--- src/rtl/qbus_pkg.sv ---
// Shared definitions for the QBUS switch/display block: CSR bit positions,
// register offsets inside a channel, channel stride, default base address,
// the interrupt-grant state type and small helpers for CSR and vector words.
package qbus_pkg;

   // CSR bit positions
   localparam int CSR_CHG_BIT = 7;
   localparam int CSR_IE_BIT  = 6;
   localparam int CSR_RBK_BIT = 0;

   // Register offsets inside one channel (bit 0 is the byte select)
   localparam logic [1:0] REG_DATA_OFF = 2'd0;
   localparam logic [1:0] REG_CSR_OFF  = 2'd2;

   // Byte distance between consecutive channels
   localparam int CHAN_STRIDE = 4;

   // Conventional console switch register address
   localparam logic [17:0] DEFAULT_BASE_ADDR = 18'o777570;

   // Interrupt acknowledge state
   typedef enum logic {
      GRANT_IDLE   = 1'b0,
      GRANT_ACTIVE = 1'b1
   } grant_state_t;

   // Read value of a channel CSR
   function automatic logic [15:0] csr_word(input logic chg, input logic ie, input logic rbk);
      logic [15:0] word;
      word              = '0;
      word[CSR_CHG_BIT] = chg;
      word[CSR_IE_BIT]  = ie;
      word[CSR_RBK_BIT] = rbk;
      return word;
   endfunction

   // Interrupt vector presented for a given channel
   function automatic logic [15:0] vector_for(input logic [8:0] base, input logic [1:0] ch);
      return 16'(base) + {12'd0, ch, 2'b00};
   endfunction

endpackage

--- src/rtl/switch_debounce.sv ---
// One 16-bit switch channel: two-flop synchroniser, candidate register and
// stability counter. The debounced word is accepted on the cycle the counter
// reaches its saturation value, so a clean input change appears on o_sw_db
// DEBOUNCE_CYCLES + 2 clocks after it is first sampled. o_change pulses for
// exactly that cycle.
module switch_debounce #(
   parameter int DEBOUNCE_CYCLES = 20000
) (
   input  logic        i_clk,
   input  logic        i_reset,
   input  logic [15:0] i_raw,
   output logic [15:0] o_sw_db,
   output logic        o_change
);

   localparam int CW = (DEBOUNCE_CYCLES > 2) ? $clog2(DEBOUNCE_CYCLES) : 1;
   localparam logic [CW-1:0] CNT_MAX    = CW'(DEBOUNCE_CYCLES - 1);
   localparam logic [CW-1:0] CNT_ACCEPT = CW'(DEBOUNCE_CYCLES - 2);

   logic [15:0]   r_sync1;
   logic [15:0]   r_sync2;
   logic [15:0]   r_cand;
   logic [CW-1:0] r_cnt;
   logic [15:0]   r_db;

   logic w_stable;
   logic w_accept;

   // Candidate is unchanged this cycle and the counter is about to saturate
   assign w_stable = (r_sync2 == r_cand);
   assign w_accept = w_stable && (r_cnt >= CNT_ACCEPT) && (r_cand != r_db);

   // Synchroniser, candidate tracking, saturating counter and acceptance
   always_ff @(posedge i_clk) begin
      if (i_reset) begin
         r_sync1 <= '0;
         r_sync2 <= '0;
         r_cand  <= '0;
         r_cnt   <= '0;
         r_db    <= '0;
      end else begin
         r_sync1 <= i_raw;
         r_sync2 <= r_sync1;
         if (!w_stable) begin
            r_cand <= r_sync2;
            r_cnt  <= '0;
         end else if (r_cnt != CNT_MAX) begin
            r_cnt <= r_cnt + 1'b1;
         end
         if (w_accept) begin
            r_db <= r_cand;
         end
      end
   end

   assign o_sw_db  = r_db;
   assign o_change = w_accept;

endmodule

--- src/rtl/qbus_switch_display.sv ---
// Multi-channel QBUS console switch / display register block.
// Each channel has a DATA register (read: debounced switches, write: display
// latch) and a CSR (bit7 CHG, bit6 IE). A debounced switch change sets CHG;
// a 0->1 transition of CHG&IE arms a vectored interrupt, channel k using
// vector + 4k. Optional readback (bit0 RBK) is built when the macro
// QBUS_SWITCH_DISPLAY_READBACK_EN is defined.
//
// Interrupt handshake: assert_vector is held high by the bus master for the
// whole acknowledge. On its first high cycle with irq set, the lowest pending
// channel is granted and its vector driven on TDL for as long as
// assert_vector stays high; when assert_vector drops, that channel's pending
// bit clears (or re-arms if CHG&IE rose again meanwhile) and the grant ends.
module qbus_switch_display
   import qbus_pkg::*;
#(
   parameter int NCHAN           = 1,
   parameter int DEBOUNCE_CYCLES = 20000
) (
   input  logic                 qclk,
   input  logic                 reset,
   input  logic [21:0]          RAL,
   input  logic                 RBS7,
   input  logic [15:0]          RDL,
   output logic [15:0]          TDL,
   input  logic [17:0]          addr,
   input  logic [8:0]           vector,
   output logic                 addr_match,
   input  logic                 assert_vector,
   input  logic                 write_pulse,
   input  logic                 write_byte,
   input  logic                 read_pulse,
   input  logic [16*NCHAN-1:0]  switches,
   output logic [16*NCHAN-1:0]  display,
   output logic                 irq,
   output logic                 o_dbg_grant_state,
   output logic [1:0]           o_dbg_grant_ch
);

   // Address decode
   logic [12:0] w_off;
   logic [1:0]  w_ch;
   logic [1:0]  w_reg_off;
   logic        w_is_data;
   logic        w_is_csr;
   logic        w_lane_lo;
   logic        w_lane_hi;
   logic        w_unused;

   // Per-channel state
   logic [15:0]      r_display [NCHAN];
   logic [NCHAN-1:0] r_chg;
   logic [NCHAN-1:0] r_ie;
   logic [NCHAN-1:0] r_pend;
   logic [NCHAN-1:0] r_rearm;
   logic [NCHAN-1:0] r_cie_q;
   logic [NCHAN-1:0] w_rbk;
`ifdef QBUS_SWITCH_DISPLAY_READBACK_EN
   logic [NCHAN-1:0] r_rbk;
`endif

   // Per-channel strobes
   logic [15:0]      w_sw_db [NCHAN];
   logic [NCHAN-1:0] w_sw_change;
   logic [NCHAN-1:0] w_sel;
   logic [NCHAN-1:0] w_data_wr;
   logic [NCHAN-1:0] w_csr_wr;
   logic [NCHAN-1:0] w_chg_clr;
   logic [NCHAN-1:0] w_cie;
   logic [NCHAN-1:0] w_rise;

   // Grant handshake
   grant_state_t r_state;
   logic [1:0]   r_grant_ch;
   logic         r_av_q;
   logic [1:0]   w_low_ch;
   logic         w_take;
   logic         w_release;
   logic [15:0]  w_reg_rd;

   assign w_off      = RAL[12:0] - addr[12:0];
   assign addr_match = RBS7 && (w_off < 13'(CHAN_STRIDE * NCHAN));
   assign w_ch       = w_off[3:2];
   assign w_reg_off  = {w_off[1], 1'b0};
   assign w_is_data  = (w_reg_off == REG_DATA_OFF);
   assign w_is_csr   = (w_reg_off == REG_CSR_OFF);
   assign w_lane_lo  = !write_byte || !RAL[0];
   assign w_lane_hi  = !write_byte || RAL[0];
   assign w_unused   = ^{RAL[21:13], addr[17:13]};

`ifdef QBUS_SWITCH_DISPLAY_READBACK_EN
   assign w_rbk = r_rbk;
`else
   assign w_rbk = '0;
`endif

   // One debouncer per channel; display latches fan out to the port
   for (genvar g = 0; g < NCHAN; g++) begin : g_chan
      switch_debounce #(
         .DEBOUNCE_CYCLES (DEBOUNCE_CYCLES)
      ) u_debounce (
         .i_clk    (qclk),
         .i_reset  (reset),
         .i_raw    (switches[16*g +: 16]),
         .o_sw_db  (w_sw_db[g]),
         .o_change (w_sw_change[g])
      );
      assign display[16*g +: 16] = r_display[g];
   end

   // Channel select and register access strobes
   always_comb begin
      w_sel     = '0;
      w_data_wr = '0;
      w_csr_wr  = '0;
      w_chg_clr = '0;
      for (int k = 0; k < NCHAN; k++) begin
         w_sel[k]     = addr_match && (w_ch == 2'(k));
         w_data_wr[k] = write_pulse && w_sel[k] && w_is_data;
         // A high-byte CSR write touches no implemented bit
         w_csr_wr[k]  = write_pulse && w_sel[k] && w_is_csr && w_lane_lo;
         w_chg_clr[k] = read_pulse && w_sel[k] && w_is_data && !w_rbk[k];
      end
   end

   assign w_cie  = r_chg & r_ie;
   assign w_rise = w_cie & ~r_cie_q;

   // Lowest-numbered pending channel wins the acknowledge
   always_comb begin
      w_low_ch = '0;
      for (int k = NCHAN - 1; k >= 0; k--) begin
         if (r_pend[k]) w_low_ch = 2'(k);
      end
   end

   assign irq       = |r_pend;
   assign w_take    = (r_state == GRANT_IDLE) && assert_vector && !r_av_q && irq;
   assign w_release = (r_state == GRANT_ACTIVE) && !assert_vector;

   // Display latches, CSR bits and change flags
   always_ff @(posedge qclk) begin
      if (reset) begin
         for (int k = 0; k < NCHAN; k++) r_display[k] <= '0;
         r_chg <= '0;
         r_ie  <= '0;
`ifdef QBUS_SWITCH_DISPLAY_READBACK_EN
         r_rbk <= '0;
`endif
      end else begin
         for (int k = 0; k < NCHAN; k++) begin
            if (w_data_wr[k]) begin
               if (w_lane_lo) r_display[k][7:0]  <= RDL[7:0];
               if (w_lane_hi) r_display[k][15:8] <= RDL[15:8];
            end
            if (w_csr_wr[k]) begin
               r_ie[k] <= RDL[CSR_IE_BIT];
`ifdef QBUS_SWITCH_DISPLAY_READBACK_EN
               r_rbk[k] <= RDL[CSR_RBK_BIT];
`endif
            end
            // A new change beats a coincident read clear
            if (w_sw_change[k])    r_chg[k] <= 1'b1;
            else if (w_chg_clr[k]) r_chg[k] <= 1'b0;
         end
      end
   end

   // Interrupt pending bits with re-arm while the channel is being acknowledged
   always_ff @(posedge qclk) begin
      if (reset) begin
         r_pend  <= '0;
         r_rearm <= '0;
         r_cie_q <= '0;
      end else begin
         r_cie_q <= w_cie;
         for (int k = 0; k < NCHAN; k++) begin
            if (w_csr_wr[k] && !RDL[CSR_IE_BIT]) begin
               r_pend[k]  <= 1'b0;
               r_rearm[k] <= 1'b0;
            end else if (w_release && (r_grant_ch == 2'(k))) begin
               r_pend[k]  <= r_rearm[k] | w_rise[k];
               r_rearm[k] <= 1'b0;
            end else if ((r_state == GRANT_ACTIVE) && (r_grant_ch == 2'(k)) && w_rise[k]) begin
               r_rearm[k] <= 1'b1;
            end else if (w_rise[k]) begin
               r_pend[k] <= 1'b1;
            end
         end
      end
   end

   // Grant state machine
   always_ff @(posedge qclk) begin
      if (reset) begin
         r_state    <= GRANT_IDLE;
         r_grant_ch <= '0;
         r_av_q     <= 1'b0;
      end else begin
         r_av_q <= assert_vector;
         case (r_state)
            GRANT_IDLE: begin
               if (w_take) begin
                  r_grant_ch <= w_low_ch;
                  r_state    <= GRANT_ACTIVE;
               end
            end
            GRANT_ACTIVE: begin
               if (!assert_vector) r_state <= GRANT_IDLE;
            end
            default: r_state <= GRANT_IDLE;
         endcase
      end
   end

   assign o_dbg_grant_state = r_state;
   assign o_dbg_grant_ch    = r_grant_ch;

   // Selected register read value
   always_comb begin
      w_reg_rd = '0;
      for (int k = 0; k < NCHAN; k++) begin
         if (w_ch == 2'(k)) begin
            if (w_is_csr)      w_reg_rd = csr_word(r_chg[k], r_ie[k], w_rbk[k]);
            else if (w_rbk[k]) w_reg_rd = r_display[k];
            else               w_reg_rd = w_sw_db[k];
         end
      end
   end

   // Bus data out: vector during acknowledge, else decoded register, else 0
   always_comb begin
      if ((r_state == GRANT_ACTIVE) && assert_vector) TDL = vector_for(vector, r_grant_ch);
      else if (w_take)                                TDL = vector_for(vector, w_low_ch);
      else if (addr_match)                            TDL = w_reg_rd;
      else                                            TDL = '0;
   end

endmodule

--- config.mk ---
export PLATFORM = sky130hd
export DESIGN_NAME = qbus_switch_display
export DESIGN_NICKNAME = d
export VERILOG_FILES = /design/src/rtl/qbus_pkg.sv /design/src/rtl/switch_debounce.sv /design/src/rtl/qbus_switch_display.sv
export SDC_FILE = /design/constraint.sdc
export NUM_CORES = 1
export LEC_CHECK = 0
export ABC_CLOCK_PERIOD_IN_PS = 7000
export CAP_MARGIN = 20
export CORE_AREA = 2 2 106 108
export CTS_CLUSTER_DIAMETER = 40
export DETAILED_ROUTE_END_ITERATION = 10
export DIE_AREA = 0 0 108 110
export PLACE_DENSITY = 0.74
export SYNTH_ARGS = -nofsm -noshare
export SYNTH_HDL_FRONTEND = slang
export SYNTH_SLANG_ARGS = --single-unit
--- constraint.sdc ---
create_clock -name qclk -period 7 [get_ports qclk]
set_input_delay 1.75 -clock qclk [delete_from_list [all_inputs] [get_ports qclk]]
set_output_delay 1.75 -clock qclk [all_outputs]
set_load 0.01 [all_outputs]
### Word level (Yosys, flattened, before mapping)

Memories as Yosys holds them, arrays and structs flattened.
Index checks and enable logic that the tools add are counted.

* add/sub/neg operators: 2
* magnitude comparators: 2
* equality and inequality tests: 4
* muxes and demuxes: 25
* bitwise logic cells: 6
* reductions and logical operators: 33

Operator list (count)
* 16-bit 2-to-1 mux: 6
* 1-bit logical AND: 17
* 1-bit 2-to-1 mux: 17
* 16-bit equality test: 1
* 16-bit != test: 1
* 16-bit OR reduction: 1
* 15-bit by 1-bit adder with 15-bit output (second input constant): 1
* 15-bit >= comparator (second input constant): 1
* 15-bit != test (second input constant): 1
* 13-bit by 3-bit less-than comparator with 1-bit output (second input constant): 1
* 13-bit subtractor: 1
* 1-bit zero test: 5
* 2-bit zero test: 2
* 2-bit nonzero test: 2
* 2-bit OR reduction: 2
* 1-bit inverter: 3
* 3-bit OR reduction: 1
* 1-bit AND: 2
* 1-bit logical OR: 2
* 2-bit 2-to-1 mux: 1
* 2-bit != test (second input constant): 1
* 1-bit case mux with 2 select lines: 1
* 2-bit AND reduction: 1
* 1-bit bitwise OR: 1

* register bits: 86
* bits in writable memories: 16
* input port bits: 88
* output and inout bits: 37
* logic and storage cells: 85
* memories: 1

Memories
* r_display: words 1, bits a word 16, rd ports 1, clocked after Yosys merged registers in 0, wr ports 2, line qbus_switch_display.sv:50 `logic [15:0] r_display [NCHAN];`

### Logic depth before layout (Yosys ltp)

Gate-level depths: netlist (run 1).

* depth after elaboration: 11
* mapped depth: 11
* depth with buffers taken out: 9

### Cells and area by module

A second synthesis (run 1) with hierarchy kept.

* cell total of the unflattened synthesis: 540
* area, all modules: 5195.0 um2

By module, submodules not included
* switch_debounce: times used 1, cells each 297, area each 3118.0 um2, seq. area each 1581.5 um2
* qbus_switch_display: times used 1, cells each 243, area each 2077.0 um2, seq. area each 620.6 um2

### Worst setup path before layout (run 1)

No wires, ideal clock.

* path type: in2out
* start: input addr[9]
* end: output TDL[6]
* data arrival time: 4025 ps
* required time: 5250 ps
* setup slack: 1225 ps
* stages on the path: 9
* buffers on the path: 0
* cells stage by stage: inv_1 > ha_1 > a21o_2 > a21oi_1 > o221ai_1 > or4b_4 > and2_4 > or3_4 > o31ai_1

* word-level cells in the longest chain between the ends: 6

Ends and longest elaborated chain
* from (decl): line qbus_switch_display.sv:25 `input logic [17:0] addr,`
* 13-bit subtractor: line qbus_switch_display.sv:80 `assign w_off = RAL[12:0] - addr[12:0];`
* 13-bit by 3-bit less-than comparator with 1-bit output: line qbus_switch_display.sv:81 `assign addr_match = RBS7 && (w_off < 13'(CHAN_STRIDE * NCHAN));`
* 1-bit logical AND: line qbus_switch_display.sv:81
* 16-bit 2-to-1 mux: line qbus_switch_display.sv:234 `else if (addr_match) TDL = w_reg_rd;`
* 16-bit 2-to-1 mux: line qbus_switch_display.sv:233 `else if (w_take) TDL = vector_for(vector, w_low_ch);`
* 16-bit 2-to-1 mux: line qbus_switch_display.sv:232 `if ((r_state == GRANT_ACTIVE) && assert_vector) TDL = vector_for(vector, r_grant_ch);`
* to (decl): line qbus_switch_display.sv:24 `output logic [15:0] TDL,`

No other way between the ends.

### Worst setup path after layout (run 1)

* start: input RAL[1]
* end: output TDL[12]

* word-level cells in the longest chain between the ends: 6
* elaborated cells on any way between the ends: 9
* those cells by class: add/sub: 1; order compare: 1; mux: 5; reduce/logical: 2

Ends and longest elaborated chain
* from (decl): line qbus_switch_display.sv:21 `input logic [21:0] RAL,`
* 13-bit subtractor *: line qbus_switch_display.sv:80
* 13-bit by 3-bit less-than comparator with 1-bit output, or another cell as far along: line qbus_switch_display.sv:81
* 1-bit logical AND or 16-bit 2-to-1 mux (tied branches): line qbus_switch_display.sv:81, qbus_switch_display.sv:222
* 16-bit 2-to-1 mux *: line qbus_switch_display.sv:234
* 16-bit 2-to-1 mux *: line qbus_switch_display.sv:233
* 16-bit 2-to-1 mux *: line qbus_switch_display.sv:232

Every way passes the cells marked *; elsewhere a longest branch is shown, timed or not.

==> flow_metrics.py, run 1 <==
metrics = {
    "critical_path": {
        "r2r_end": "g_chan[0].u_debounce.r_cnt[13]$_SDFFE_PP0P_",
        "critPathMaxStageDelay_ns": 0.54,
        "cpLargestDelayFamily": "buffers and inverters",
        "arrival_ns": 5.08,
        "critPathKind": "in2out",
        "rr_startpoint": "g_chan[0].u_debounce.r_cnt[0]$_SDFFE_PP0P_",
        "critPathMaxFanout": 14,
        "r2r_cells": 7,
        "rrSetupSlack_ns": 4.91,
        "crit_slowest_cell": "clkdlybuf4s50_1",
        "critPathMostFrequentCell": "clkdlybuf4s50_1",
        "start_kind": "input port",
        "required_ns": 5.25,
        "crit_chain": "clkdlybuf4s50_1 > inv_1 > fa_1 > xor2_1 > o311ai_0 > nor4_1 > o2111ai_1 > buf_4 > and2b_2 > and3_2 > clkdlybuf4s50_1",
        "end_kind": "output port",
        "crit_buf_inv": 4,
    },
    "power": {
        "p_int_uw": 842,
        "leakagePower_uw": 0.00253,
        "power_switching_uw": 292,
        "clockPowerShare": 0.314,
        "p_seq_frac": 0.545,
        "vdd.ir_drop.worst_mv": 0.159,
        "power_frac_comb": 0.141,
        "power_density_nw_per_um2": 184,
        "p_sw_frac": 0.257,
    },
    "flow_run": {
        "maxCapViolations": 0,
    },
    "final_layout": {
        "final_cells": 733,
        "fin_nets": 690,
        "drive_gt1_frac": 0.0826,
        "final_util": 0.575,
        "diodes": 0,
        "areaGrowthSynthToFinish_pct": 29.5,
    },
    "synth": {
        "synth_area_um2": 4750,
        "synth_top_area_share": 0.362,
        "synthTopCellsByCount": "86 x dfxtp_1, 54 x nor2b_1, 32 x nor2_1",
        "synth_area_leaders": "dfxtp_1 36%, edfxtp_1 10%, nor2b_1 7.1%",
        "synthCells": 481,
        "yosysSeqAreaShare": 0.464,
        "synth-edff-count": 16,
        "synth_top_flop_cell": "dfxtp_1",
        "avgSynthCellArea_um2": 9.88,
        "yosys.area.top_type": "dfxtp_1",
        "async_reset_ff_frac": 0,
        "yosysWarnings": 0,
        "ys_ff_latch": 102,
        "synth.most_common_cell": "dfxtp_1",
        "ys_types": 57,
    },
    "grt": {
        "antenna_found_initial": 0,
        "grt_overflow": 0,
        "grt_pass1_wl_um": 16300,
        "grt_max_degree": 58,
        "track_usage": 0.173,
        "grt_pass1_vias": 3582,
    },
    "sta": {
        "hold_viol": 0,
        "fin_tns_setup_ns": 0,
        "slew_headroom": 0.398,
        "fin_skew_ns": 0.0113,
        "fmax_mhz": 146,
        "worstMarginPinSlew_ns": 0.903,
        "fin_crit_ns": 6.83,
        "rsz0062_at_grt": "no",
        "drv_slew": 0,
        "fin_crit_sh": 0.976,
        "hold-worst-slack_ns": 0.444,
        "final-setup-viol-count": 0,
    },
    "floorplanning": {
        "die_y_um": 110,
        "io_pins": 125,
        "die_area_um2": 11900,
        "start_util": 0.444,
        "fp.dieW_um": 108,
        "core-area_um2": 10700,
        "rows": 38,
    },
    "worst_hold_path": {
        "hold_start": "g_chan[0].u_debounce.r_sync1[2]$_SDFF_PP0_",
        "min_to": "g_chan[0].u_debounce.r_sync2[2]$_SDFF_PP0_",
        "hold_path_depth": 1,
        "hold_class": "reg2reg",
    },
    "placement": {
        "gp_routability_congestion": 0.903,
        "dp_hpwl_um": 7580,
        "post-place-cells": 717,
        "port_buffers": 108,
    },
    "detailed_routing": {
        "antenna_left": 0,
        "drt_iter0_drc": 120,
        "drt_wl_total_um": 9920,
        "dr.pass1.iters": 4,
        "wl_per_cell_um": 13.5,
        "avgViaCountPerCell": 4.99,
        "drc_errors": 0,
        "vias": 3657,
    },
    "clocking": {
        "htreeDepth": 3,
        "cts_buffer_depth": 2,
        "clk_pin_slew_worst_paths_ns": 0.10,
        "postCtsSetupBuffers": 0,
        "root_buffer": "clkbuf_8",
        "cts_sinks": 102,
        "cts_buffers": 9,
        "worstSkewPairLatency_ns": 0.36,
        "cts_tree": "yes",
    },
    "outcome": {
        "outcome": "finished, final reports clean",
    },
}
final cells by class:
cell class                      count  area (um^2)
Multi-Input combinational cell    339         2370
Clock buffer                        9          124
Fill cell                         913         4540
Sequential cell                   102         2200
Tap cell                          140          175
Timing Repair Buffer              114         1120
Inverter                           22         82.6
Clock inverter                      7         75.1
metrics by stage:
step	setup WS, ns	total power [uW]	instance area [um^2]
CTS	0.0273	1150	6150
global route	0.0107	1180	6150
finish	0.167	1130	6150
floorplan	1.23	720	4750
global placement	0.0837	787	5950
detailed placement	0.0492	790	5950
registers in the layout, indices dropped and copies added, names as in the netlist, 15 cells and up:
signal                     count
g_chan.u_debounce.r_cnt       15
r_display                     16
g_chan.u_debounce.r_sync2     16
g_chan.u_debounce.o_sw_db     16
g_chan.u_debounce.r_cand      16
g_chan.u_debounce.r_sync1     16
how the worst max path moves through the flow:
stage,from,to,slack [ns],cells after the start
final,RAL[1],TDL[12],0.17,11
after global routing,addr[9],TDL[7],0.01,11
after CTS,RAL[0],TDL[6],0.03,11
after detailed placement,RAL[0],TDL[6],0.05,11
after global placement,RAL[0],TDL[7],0.08,11
after floorplan,addr[9],TDL[6],1.23,9
cells by family (layout without fill, tap and decap cells):
family,after synthesis,after routing,share of synthesized area
flip-flops,102,102,0.464
adder cells (fa/ha/maj),14,14,0.0385
XOR/XNOR,49,49,0.0903
multiplexers,19,19,0.0400
buffers and inverters,41,152,0.0387
AND/OR/NAND/NOR,192,192,0.237
AO/OA/AOI/OAI,63,63,0.0914
other,1,2,0.000789
what timing repair did:
action                                  4_1_cts  5_1_grt
endpoints found under the setup margin        0       16
gates resized for setup                       0        2
hold buffers                                  0        0
power groups by stage:
stage / Clock [uW] / Sequential [uW] / Combinational, uW
5_1_grt: 389 / 619 / 176
4_1_cts: 369 / 618 / 160
6_report: 356 / 618 / 160
2_1_floorplan: 0 / 633 / 87.9
3_3_place_gp: 0 / 631 / 156
3_5_place_dp: 0 / 631 / 159
metal layers:
layer | wire (um) | global-route usage | part of all wire
met1 | 4230 | 0.200 | 0.43
met2 | 4950 | 0.318 | 0.50
met3 | 532 | 0.0382 | 0.054
met4 | 217 | 0.0595 | 0.022
met5 | 0 | 0 | 0
cells in the final DEF, fill, tap and decap left out, drive strengths merged, types with 3 or more instances in the layout:
master         synthesis  final
a31oi                  3      3
dfxtp                 86     86
nand4                  9      9
inv                   22     26
buf                    6      7
nand2                 20     20
xnor2                 23     23
and3                  15     15
a21oi                 17     17
xor2                  26     26
nor4                   8      8
nand3                  9      9
a31o                   7      7
clkdlybuf4s50          0    107
o31ai                  3      3
mux2i                 19     19
and2                  10     10
or3                    3      3
nor3                   3      3
clkbuf                12      9
o21a                   3      3
a21o                   4      4
o21ai                  8      8
nor2b                 54     54
nor2                  32     32
edfxtp                16     16
ha                    13     13
a211oi                 6      6
nand2b                 5      5
nor3b                 16     16
Note: power is estimated with default switching activity, not from simulation.
==> inputs of run 2 (changes only) <==
CTS_CLUSTER_SIZE = 14   (was default)
PLACE_DENSITY = 0.84   (was 0.74)
==> run 2 against run 1 <==
  * Register-to-register slack got worse by 0.38 ns
  * Count of clock-buffer cells in the layout is the same
  * Total power rose by 0.84%
  * Die area unchanged
  * Global-route usage increased by 0.52 points
  * Core utilization up 0.13 points
  * Critical path depth did not move
  * Worst hold slack improved by 0.0013 ns
  * Sequential power about the same
  * Largest cell class unchanged
==> flow_metrics.py, run 2 (synthesis results as in run 1) <==
metrics = {
    "grt": {
        "grt_pass1_wl_um": 16600,
        "track_usage": 0.179,
        "grt_pass1_vias": 3585,
        "grt_overflow": 0,
        "antenna_found_initial": 0,
        "grt_max_degree": 55,
    },
    "sta": {
        "hold_viol": 0,
        "worstMarginPinSlew_ns": 0.937,
        "drv_slew": 0,
        "fin_tns_setup_ns": 0,
        "fmax_mhz": 146,
        "setup_slack_ns": 0.157,
        "fin_skew_ns": 0.0147,
        "final-setup-viol-count": 0,
        "fin_crit_ns": 6.84,
        "fin_crit_sh": 0.978,
        "slew_headroom": 0.375,
        "rsz0062_at_grt": "no",
    },
    "final_layout": {
        "final_common_cell": "clkdlybuf4s50_1",
        "final_cells": 733,
        "layout.cells.most_common_list": "107 x clkdlybuf4s50_1, 86 x dfxtp_1, 53 x nor2b_1",
        "fin_nets": 690,
        "stdcell_area_um2": 6170,
        "nFillCells": 924,
        "diodes": 0,
        "drive_gt1_frac": 0.0826,
        "areaGrowthSynthToFinish_pct": 29.8,
        "final_util": 0.577,
    },
    "critical_path": {
        "arrival_ns": 5.09,
        "start_kind": "input port",
        "critPathKind": "in2out",
        "end_kind": "output port",
        "required_ns": 5.25,
        "critPathMaxFanout": 5,
    },
    "outcome": {
        "outcome": "finished, final reports clean",
    },
    "detailed_routing": {
        "drt_iter0_drc": 167,
        "wl_per_cell_um": 14.2,
        "vias": 3735,
        "dr.pass1.iters": 4,
        "avgViaCountPerCell": 5.10,
        "antenna_left": 0,
        "drt_wl_total_um": 10400,
        "drc_errors": 0,
    },
    "floorplanning": {
        "rows": 38,
        "start_util": 0.444,
        "die_y_um": 110,
        "core-area_um2": 10700,
        "fp.dieW_um": 108,
        "io_pins": 125,
        "die_area_um2": 11900,
    },
    "clocking": {
        "root_buffer": "clkbuf_8",
        "worstSkewPairLatency_ns": 0.37,
        "cts_buffers": 9,
        "clk_pin_slew_worst_paths_ns": 0.10,
        "postCtsSetupBuffers": 0,
        "cts_tree": "yes",
        "cts_sinks": 102,
        "cts_buffer_depth": 2,
        "htreeDepth": 3,
    },
    "placement": {
        "gp_routability_congestion": 0.902,
        "place_ws_ns": 0.00453,
        "post-place-cells": 717,
        "dp_hpwl_um": 7980,
        "place_area_um2": 5960,
        "port_buffers": 108,
    },
    "power": {
        "leakagePower_uw": 0.00254,
        "vdd.ir_drop.worst_mv": 0.159,
        "power_density_nw_per_um2": 185,
    },
    "worst_hold_path": {
        "hold_class": "reg2reg",
    },
    "flow_run": {
        "maxCapViolations": 0,
    },
}
-- run 2: final timing paths --
path | end | slack, ns | depth (start not counted) | from
worst max-delay path | TDL[7] | 0.16 | 11 | addr[4]
worst min-delay path | g_chan[0].u_debounce.r_sync2[4]$_SDFF_PP0_ | 0.45 | 1 | g_chan[0].u_debounce.r_sync1[4]$_SDFF_PP0_
worst max register to register | g_chan[0].u_debounce.o_sw_db[0]$_SDFFE_PP0P_ | 4.53 | 7 | g_chan[0].u_debounce.r_cand[7]$_SDFFE_PP0P_
worst min register to register | g_chan[0].u_debounce.r_sync2[4]$_SDFF_PP0_ | 0.45 | 1 | g_chan[0].u_debounce.r_sync1[4]$_SDFF_PP0_
-- run 2: stage by stage --
| stage | total power, uW | hold slack [ns] |
|---|---|---|
| 6_report | 1140 | 0.445 |
| 5_1_grt | 1190 | 0.460 |
| 4_1_cts | 1150 | 0.448 |
| 3_5_place_dp | 792 | 0.420 |
| 3_3_place_gp | 786 | 0.417 |
| 2_1_floorplan | 720 | 0.414 |
-- run 2: cell type report --
| type | count | area [um^2] | area share |
|---|---|---|---|
| Clock inverter | 7 | 81.3 | 0.0132 |
| Inverter | 22 | 82.6 | 0.0134 |
| Timing Repair Buffer | 114 | 1130 | 0.183 |
| Multi-Input combinational cell | 339 | 2370 | 0.385 |
| Tap cell | 140 | 175 | 0.0284 |
| Sequential cell | 102 | 2200 | 0.357 |
| Clock buffer | 9 | 124 | 0.0201 |
-- run 2: report_power, final --
group	switching, uW	internal [uW]	leakage (uW)
logic	71.2	90.1	0.00158
registers	7.76	610	0.000853
clock network	220	143	0.000104
-- run 2: critical path, cell delays in order --
cell	delay [ns]
clkdlybuf4s50_1	0.46
inv_1	0.04
ha_1	0.33
a21o_1	0.21
a21oi_2	0.22
a211oi_1	0.13
or4b_4	0.55
and2_4	0.17
or3_4	0.38
o31ai_1	0.26
clkdlybuf4s50_1	0.58
-- run 2: repair_timing --
item / in CTS / in global routing
endpoints found under the setup margin: 0 / 16
hold buffers: 0 / 0
gates resized for setup: 0 / 2
-- run 2: metal layers --
metal | up-vias | wire length (um) | GRT usage
li1 | 1866 | - | -
met1 | 1742 | 4250 | 0.195
met2 | 113 | 5360 | 0.342
met3 | 14 | 593 | 0.0412
met4 | 0 | 187 | 0.0559
met5 | - | 0 | 0
==> inputs of run 3 (changes only) <==
CELL_PAD_IN_SITES_DETAIL_PLACEMENT = 2   (was default)
CELL_PAD_IN_SITES_GLOBAL_PLACEMENT = 2   (was default)
CORE_AREA = 2 2 125 127   (was 2 2 106 108)
DIE_AREA = 0 0 127 129   (was 0 0 108 110)
PLACE_DENSITY = 0.94   (was 0.84)
==> run 3 against run 2 <==
  * Core utilization decreased by 15 points
  * Final area increased by 2.7%
  * Sequential power about the same
  * Routed wire length increased by 44%
  * Via count increased by 4.7%
  * Setup slack got worse by 0.064 ns
  * Sequential cell count unchanged
  * Largest cell class unchanged
  * Highest routed layer unchanged
==> flow_metrics.py, run 3 (synthesis results as in run 1) <==
metrics = {
    "outcome": {
        "outcome": "finished, final reports clean",
    },
    "critical_path": {
        "end_kind": "output port",
        "r2r_end": "g_chan[0].u_debounce.r_cnt[13]$_SDFFE_PP0P_",
        "start_kind": "input port",
        "crit_chain": "clkdlybuf4s50_1 > inv_1 > ha_1 > a21o_1 > a21oi_4 > a211oi_2 > or4b_4 > and2_4 > or3_4 > o31ai_1 > clkdlybuf4s50_1",
        "r2r_cells": 7,
        "required_ns": 5.25,
        "crit_slowest_cell": "or4b_4",
        "critPathMaxFanout": 5,
        "startpoint": "addr[4]",
        "critPathMaxStageDelay_ns": 0.57,
        "rrSetupSlack_ns": 4.69,
        "arrival_ns": 5.16,
        "rr_startpoint": "g_chan[0].u_debounce.r_cnt[0]$_SDFFE_PP0P_",
        "critPathKind": "in2out",
        "critPathMostFrequentCell": "clkdlybuf4s50_1",
    },
    "detailed_routing": {
        "drt_iter0_drc": 84,
        "antenna_left": 0,
        "drt_wl_total_um": 15000,
        "avgViaCountPerCell": 5.01,
        "vias": 3912,
        "dr.pass1.iters": 4,
        "wl_per_cell_um": 19.1,
        "drc_errors": 0,
    },
    "worst_hold_path": {
        "min_to": "g_chan[0].u_debounce.r_sync2[15]$_SDFF_PP0_",
        "hold_path_depth": 1,
        "hold_class": "reg2reg",
        "hold_start": "g_chan[0].u_debounce.r_sync1[15]$_SDFF_PP0_",
    },
    "floorplanning": {
        "die_area_um2": 16400,
        "core-area_um2": 15000,
        "rows": 45,
        "fp.dieW_um": 127,
        "io_pins": 125,
        "die_y_um": 129,
        "start_util": 0.317,
    },
    "grt": {
        "grt_pass1_wl_um": 23600,
        "grt_max_degree": 55,
        "grt_overflow": 0,
        "grt_pass1_vias": 4492,
        "antenna_found_initial": 0,
        "track_usage": 0.184,
    },
    "sta": {
        "final-setup-viol-count": 0,
        "fin_tns_setup_ns": 0,
        "slew_headroom": 0.347,
        "worstMarginPinSlew_ns": 0.977,
        "hold_viol": 0,
        "fin_skew_ns": 0.00744,
        "fin_crit_sh": 0.987,
        "drv_slew": 0,
        "fmax_mhz": 145,
        "hold-worst-slack_ns": 0.439,
        "fin_crit_ns": 6.91,
    },
    "placement": {
        "post-place-cells": 765,
        "gp_routability_congestion": 0.843,
        "place_area_um2": 6010,
        "port_buffers": 108,
        "dp_hpwl_um": 11100,
    },
    "final_layout": {
        "nFillCells": 1587,
        "final_util": 0.423,
        "final_common_cell": "clkdlybuf4s50_1",
        "stdcell_area_um2": 6330,
        "final_cells": 781,
        "areaGrowthSynthToFinish_pct": 33.3,
        "diodes": 0,
        "fin_nets": 690,
        "drive_gt1_frac": 0.0843,
        "layout.cells.most_common_list": "106 x clkdlybuf4s50_1, 86 x dfxtp_1, 52 x nor2b_1",
    },
    "clocking": {
        "root_buffer": "clkbuf_16",
        "cts_hold_buffers": 0,
        "worstSkewPairLatency_ns": 0.35,
        "cts_buffers": 9,
        "clk_pin_slew_worst_paths_ns": 0.07,
        "postCtsSetupBuffers": 0,
        "cts_buffer_depth": 2,
        "cts_tree": "yes",
        "htreeDepth": 3,
        "cts_sinks": 102,
    },
    "power": {
        "power_density_nw_per_um2": 203,
        "vdd.ir_drop.worst_mv": 0.130,
        "leakagePower_uw": 0.00260,
    },
    "flow_run": {
        "maxCapViolations": 0,
    },
}
-- run 3: cell types whose count changed in the layout (fill, tap and decap cells not counted), moves of 2 or more --
cell / delta
clkbuf_16: +10
clkbuf_8: -9
clkbuf_1: +2
clkinv_8: -2
-- run 3: metal layers --
| layer | track usage | wire, um | part of all wire |
|---|---|---|---|
| met3 | 0.0337 | 459 | 0.031 |
| met1 | 0.191 | 5650 | 0.38 |
| met2 | 0.366 | 8420 | 0.56 |
| met5 | 0 | 0 | 0 |
| met4 | 0.0679 | 423 | 0.028 |
-- run 3: worst max path at each step --
stage | endpoint | cells past startpoint | slack (ns)
3_5_place_dp | TDL[0] | 11 | -0.08
2_1_floorplan | TDL[6] | 9 | 1.23
5_1_grt | TDL[7] | 11 | -0.01
6_report | TDL[7] | 11 | 0.09
4_1_cts | TDL[0] | 12 | 0.04
3_3_place_gp | TDL[7] | 11 | 0.11
-- run 3: area by class of cell --
cell class / instances / area, um^2 / share of cell area
Multi-Input combinational cell: 339 / 2400 / 0.378
Clock buffer: 12 / 258 / 0.0407
Tap cell: 188 / 235 / 0.0371
Clock inverter: 4 / 36.3 / 0.00573
Inverter: 22 / 82.6 / 0.0130
Timing Repair Buffer: 114 / 1120 / 0.177
Sequential cell: 102 / 2200 / 0.348
-- run 3: repair_timing --
item                                    in CTS  in global routing
resized for setup                            2                  6
pin swaps                                    0                  1
endpoints found under the setup margin      16                 16
-- run 3: worst max-delay path: cells and delay by family --
| family | cells | cell delay [ns] |
|---|---|---|
| simple gates | 3 | 1.13 |
| compound gates | 4 | 0.85 |
| buf+inv | 3 | 1.07 |
| fa+ha+maj | 1 | 0.34 |
-- run 3: stage by stage --
stage	power (uW)	setup slack, ns
after floorplan	720	1.23
after global placement	788	0.108
after detailed placement	803	-0.0803
after CTS	1300	0.0385
after global routing	1340	-0.0116
final	1290	0.0927
-- run 3: power by group --
group / switching (uW) / internal (uW) / leakage, uW / total (uW)
logic: 84.7 / 91.3 / 0.00160 / 176
registers: 8.94 / 610 / 0.000853 / 619
clock network: 223 / 268 / 0.000141 / 491
total: 317 / 970 / 0.00260 / 1290
==> RTL edit 1, RTL diff (settings of run 2) <==
Reset style: asynchronous (`i_reset` and `reset`), changed in 4 clocked blocks.
--- a/src/rtl/switch_debounce.sv
+++ b/src/rtl/switch_debounce.sv
@@ -32,5 +32,5 @@
 
    // Synchroniser, candidate tracking, saturating counter and acceptance
-   always_ff @(posedge i_clk) begin
+   always_ff @(posedge i_clk or posedge i_reset) begin
       if (i_reset) begin
          r_sync1 <= '0;
--- a/src/rtl/qbus_switch_display.sv
+++ b/src/rtl/qbus_switch_display.sv
@@ -139,5 +139,5 @@
 
    // Display latches, CSR bits and change flags
-   always_ff @(posedge qclk) begin
+   always_ff @(posedge qclk or posedge reset) begin
       if (reset) begin
          for (int k = 0; k < NCHAN; k++) r_display[k] <= '0;
@@ -167,5 +167,5 @@
 
    // Interrupt pending bits with re-arm while the channel is being acknowledged
-   always_ff @(posedge qclk) begin
+   always_ff @(posedge qclk or posedge reset) begin
       if (reset) begin
          r_pend  <= '0;
@@ -191,5 +191,5 @@
 
    // Grant state machine
-   always_ff @(posedge qclk) begin
+   always_ff @(posedge qclk or posedge reset) begin
       if (reset) begin
          r_state    <= GRANT_IDLE;
Formal check against the unedited RTL: differs if reset is asserted again (counterexample within 4 cycles, from zero or initial values and one cycle with reset high); with reset held inactive, the same outputs for 10 cycles.
==> RTL edit 1 against run 2 <==
Wire length is 1.4% higher; total power up 6.4%; worst setup slack improved by 0.056 ns; worst hold slack got worse by 0.086 ns; sequential cell count stayed put; synthesized area up 4.0%; cell area is 3.6% higher; combinational power increased by 29%; first-iteration DRC count rose by 4.2%; critical endpoint is now addr_match; largest power group unchanged.
==> RTL edit 1: results (changes against run 2) <==
Status
  – Outcome: complete, no violations (unchanged)

GRT
  – First-pass GRT wire length: 17100 microns (was 16600 microns)
  – Vias in the first global route: 3617 (was 3585)
  – Global Route Usage Sum: 0.184 (was 0.179)
  – Largest net degree at the start of global routing: 69 (was 55)
  – GR Util met1: 0.237 (was 0.195)
  – Met2 Use GR: 0.319 (was 0.342)

Yosys
  – Sequential fraction of the synthesis area: 0.517 (was 0.464)
  – Cell variety after synth: 50 (was 57)

Drt
  – Total routed wirelength: 10500 microns (was 10400 microns)
  – Initial detailed-routing violation count: 174 (was 167)

Hold path
  – Hold path start: g_chan[0].u_debounce.r_sync1[8] (was g_chan[0].u_debounce.r_sync1[4])
  – Hold Path Depth: 0 (was 1)
  – Hold Path End: g_chan[0].u_debounce.r_sync2[8] (was g_chan[0].u_debounce.r_sync2[4])

Pwr
  – Comb pwr share: 0.171 (was 0.141)
  – Max VDD drop: 0.146 mV (was 0.159 mV)
  – Clock network power share: 0.317 (was 0.318)
  – Comb. pwr: 208 uW (was 161 uW)
  – Psw: 358 uW (was 299 uW)

Final layout
  – Synth-to-Final Area Change: 29.4% (was 29.8%)
  – Nonclk buf count: 117 (was 114)
  – Count of non-CTS inverters in the layout: 23 (was 22)
  – Layout cell share with drive strength beyond 1: 0.130 (was 0.0826)
  – Layout net count: 649 (was 690)
  – Clock network share of area: 0.0341 (was 0.0333)
  – Comb_multi_in: 294 (was 339)
  – Fillcell total: 862 (was 924)

CTS
  – Resized Gates After CTS: 9 (was 0)

Worst setup path
  – Reg2reg path depth: 6 (was 7)
  – R2R setup slack: 4.07 ns (was 4.53 ns)
  – Max FO, Critical Path: 12 (was 5)
  – RR Startpoint: g_chan[0].u_debounce.r_sync2[10] (was g_chan[0].u_debounce.r_cand[7])

Placed design
  – Inst Count DP: 675 (was 717)
[RTL edit 1: cell count changes in the layout (fill, tap and decap cells not counted), sizes merged, moves of 15 or more]
cell,before,now
nor2b,54,8
dfrtp,0,102
clkdlybuf4s50,107,92
dfxtp,86,0
mux2,0,36
edfxtp,16,0
mux2i,19,3
[RTL edit 1: cells by family (layout without fill, tap and decap cells)]
kind of cell	count (synthesis)	after routing	synth area share
AO/OA/AOI/OAI	63	63	0.0861
XOR/XNOR	49	49	0.0869
adder cells (fa/ha/maj)	14	14	0.0370
buffers and inverters	52	156	0.0448
flip-flops	102	102	0.517
multiplexers	39	39	0.0882
other	1	2	0.000759
AND/OR/NAND/NOR	127	127	0.139
[RTL edit 1: per-stage QoR]
stage / hold WS [ns] / worst slack (ns)
after CTS: 0.360 / 0.0543
after floorplan: 0.331 / 1.08
after detailed placement: 0.335 / -0.0307
final: 0.360 / 0.213
after global placement: 0.333 / -0.0321
after global routing: 0.364 / 0.00668
==> RTL edit 2, RTL diff (flow settings as in run 2) <==
Without the edit above. `DEBOUNCE_CYCLES` is set to 20000 in 2 places; all go to 80000.
--- a/src/rtl/switch_debounce.sv
+++ b/src/rtl/switch_debounce.sv
@@ -5,5 +5,5 @@
 // exactly that cycle.
 module switch_debounce #(
-   parameter int DEBOUNCE_CYCLES = 20000
+   parameter int DEBOUNCE_CYCLES = 80000
 ) (
    input  logic        i_clk,
--- a/src/rtl/qbus_switch_display.sv
+++ b/src/rtl/qbus_switch_display.sv
@@ -15,5 +15,5 @@
 #(
    parameter int NCHAN           = 1,
-   parameter int DEBOUNCE_CYCLES = 20000
+   parameter int DEBOUNCE_CYCLES = 80000
 ) (
    input  logic                 qclk,
Behaviour: same outputs for any inputs over 10 cycles, from zero or initial values and one cycle with reset high; that may be too few to reach the edited logic, so the function may still have changed.
==> RTL edit 2 against run 2 <==
Worst setup slack better by 0.026 ns; final cell count increased by 6.1%; worst hold slack lost 0.0066 ns; cell area grew 5.0%; sequential cell count is 2 higher; total power up 1.7%; synthesized area is 4.9% higher; wire length increased by 2.4%; critical path type unchanged; largest power group unchanged.
==> RTL edit 2: results (changes against run 2) <==
Timing
  – Max-slew headroom: 0.302 (was 0.375)
  – WHS: 0.439 ns (was 0.445 ns)
  – Max Clock Skew: 0.00779 ns (was 0.0147 ns)
  – Final period util: 0.974 (was 0.978)

Yosys
  – Asr flop ratio synth: 0 (unchanged)
  – Synth cell count leaders: dfxtp_1, nor2b_1, nor2_1 (unchanged)
  – Warnings, synthesis: 0 (unchanged)
  – Sequential fraction of the synthesis area: 0.450 (was 0.464)
  – Main area contributors after synthesis: dfxtp_1, edfxtp_1, nor2b_1 (unchanged)
  – Cell variety after synth: 56 (was 57)
  – Mean Syn Cell Area: 9.60 sq um (was 9.88 sq um)

Final layout
  – # diodes: 0 (unchanged)
  – Fillcell total: 900 (was 924)
  – Synth-to-Final Area Change: 29.9% (was 29.8%)
  – Layout cell share with drive strength beyond 1: 0.0831 (was 0.0826)
  – Most flops, register: g_chan.u_debounce.r_cnt
  – Layout net count: 735 (was 690)

Hold path
  – Hold path start: g_chan[0].u_debounce.r_sync1[1] (was g_chan[0].u_debounce.r_sync1[4])
  – Hold Path End: g_chan[0].u_debounce.r_sync2[1] (was g_chan[0].u_debounce.r_sync2[4])
  – Hold Path Depth: 1 (unchanged)
  – Hold/Removal Path Class: flip-flop to flip-flop (unchanged)

Drt
  – ANT nets after route: 0 (unchanged)
  – Vias post-DR: 3981 (was 3735)
  – Total routed wirelength: 10600 microns (was 10400 microns)
  – DR pass1 iterations: 4 (unchanged)
  – WL/cell: 13.7 microns (was 14.2 microns)
  – Initial detailed-routing violation count: 105 (was 167)

GRT
  – Largest net degree at the start of global routing: 73 (was 55)
  – First-pass GRT wire length: 17700 microns (was 16600 microns)
  – Vias in the first global route: 3964 (was 3585)
  – Global Route Usage Sum: 0.187 (was 0.179)

Placed design
  – GPL Wtd Cong: 0.899 (was 0.902)
  – Inst Count DP: 762 (was 717)
  – Place WS: -0.00475 ns (was 0.00453 ns)
  – IO buf count: 108 (unchanged)
  – HPWL after DPL: 8310 microns (was 7980 microns)
  – Placement Cell Area: 0.00626 sq mm (was 0.00596 sq mm)

CTS
  – Number of CTS-inserted buffers: 9 (unchanged)
  – H-tree Lvls: 3 (unchanged)
  – CTS root buf: clkbuf_8 (unchanged)
  – Reg clk slew, reported paths: 0.10 ns (about the same)

Worst setup path
  – RR Startpoint: g_chan[0].u_debounce.r_cand[10] (was g_chan[0].u_debounce.r_cand[7])
  – Reg2reg end: g_chan[0].u_debounce.o_sw_db[7] (was g_chan[0].u_debounce.o_sw_db[0])
  – Max FO, Critical Path: 5 (unchanged)
  – Crit path DAT: 5.07 ns (was 5.09 ns)
  – R2R setup slack: 4.44 ns (was 4.53 ns)

Pwr
  – Leakage: 2.69 nW (was 2.54 nW)
  – Max VDD drop: 0.145 mV (was 0.159 mV)

Status
  – Outcome: complete, no violations (unchanged)
[RTL edit 2: critical path, cell delays in order]
cell             delay, ns
clkdlybuf4s50_1       0.49
nand2b_4              0.13
inv_1                 0.05
fa_1                  0.39
nand2b_1              0.21
a21oi_4               0.19
o21ai_1               0.14
mux2_4                0.32
a211oi_2              0.19
and4_4                0.30
buf_4                 0.13
nand3_1               0.07
o21ai_0               0.15
clkdlybuf4s50_1       0.56
[RTL edit 2: layer usage]
| metal | up-vias | track usage | share of wire |
|---|---|---|---|
| li1 | 1996 | - | - |
| met1 | 1853 | 0.209 | 0.40 |
| met2 | 111 | 0.364 | 0.53 |
| met3 | 21 | 0.0359 | 0.052 |
| met4 | 0 | 0.0467 | 0.020 |
| met5 | - | 0 | 0 |
[RTL edit 2: cells by family (layout without fill, tap and decap cells)]
group                    after synthesis  count (layout)  share of synthesized area
adder cells (fa/ha/maj)               14              14                     0.0367
AND/OR/NAND/NOR                      216             216                      0.249
other                                  1               2                   0.000752
AO/OA/AOI/OAI                         59              59                     0.0839
buffers and inverters                 50             168                     0.0407
XOR/XNOR                              56              56                     0.0999
flip-flops                           104             104                      0.450
multiplexers                          19              19                     0.0392
[RTL edit 2: cell type report]
cell class,instances,area [sq um],share of cell area
Inverter,31,116,0.0180
Clock buffer,9,124,0.0191
Sequential cell,104,2240,0.346
Multi-Input combinational cell,366,2560,0.395
Tap cell,140,175,0.0271
Clock inverter,7,72.6,0.0112
Timing Repair Buffer,121,1190,0.183
[RTL edit 2: worst max path at each step]
stage          startpoint  endpoint  depth (start not counted)
2_1_floorplan      RAL[0]   TDL[10]                         10
3_3_place_gp       RAL[0]    TDL[8]                         14
3_5_place_dp       RAL[0]    TDL[8]                         14
4_1_cts            RAL[0]    TDL[8]                         14
5_1_grt            RAL[0]    TDL[9]                         14
6_report           RAL[0]    TDL[1]                         14
[RTL edit 2: timing repair]
action / in CTS / in global routing
setup buffers: 0 / 0
gates resized for setup: 1 / 5
endpoints found under the setup margin: 1 / 14
pin swaps: 0 / 0
[RTL edit 2: metrics by stage]
| step | TNS [ns] | power, mW |
|---|---|---|
| 2_1_floorplan | 0 | 0.743 |
| 3_3_place_gp | 0 | 0.815 |
| 3_5_place_dp | -0.00475 | 0.820 |
| 4_1_cts | 0 | 1.17 |
| 5_1_grt | 0 | 1.22 |
| 6_report | 0 | 1.16 |
[RTL edit 2: report_power, final]
part / total [mW] / switching [mW] / internal, mW
Combinational: 0.179 / 0.0838 / 0.0955
Clock: 0.355 / 0.215 / 0.140
Sequential: 0.629 / 0.00736 / 0.622
Total: 1.16 / 0.306 / 0.857
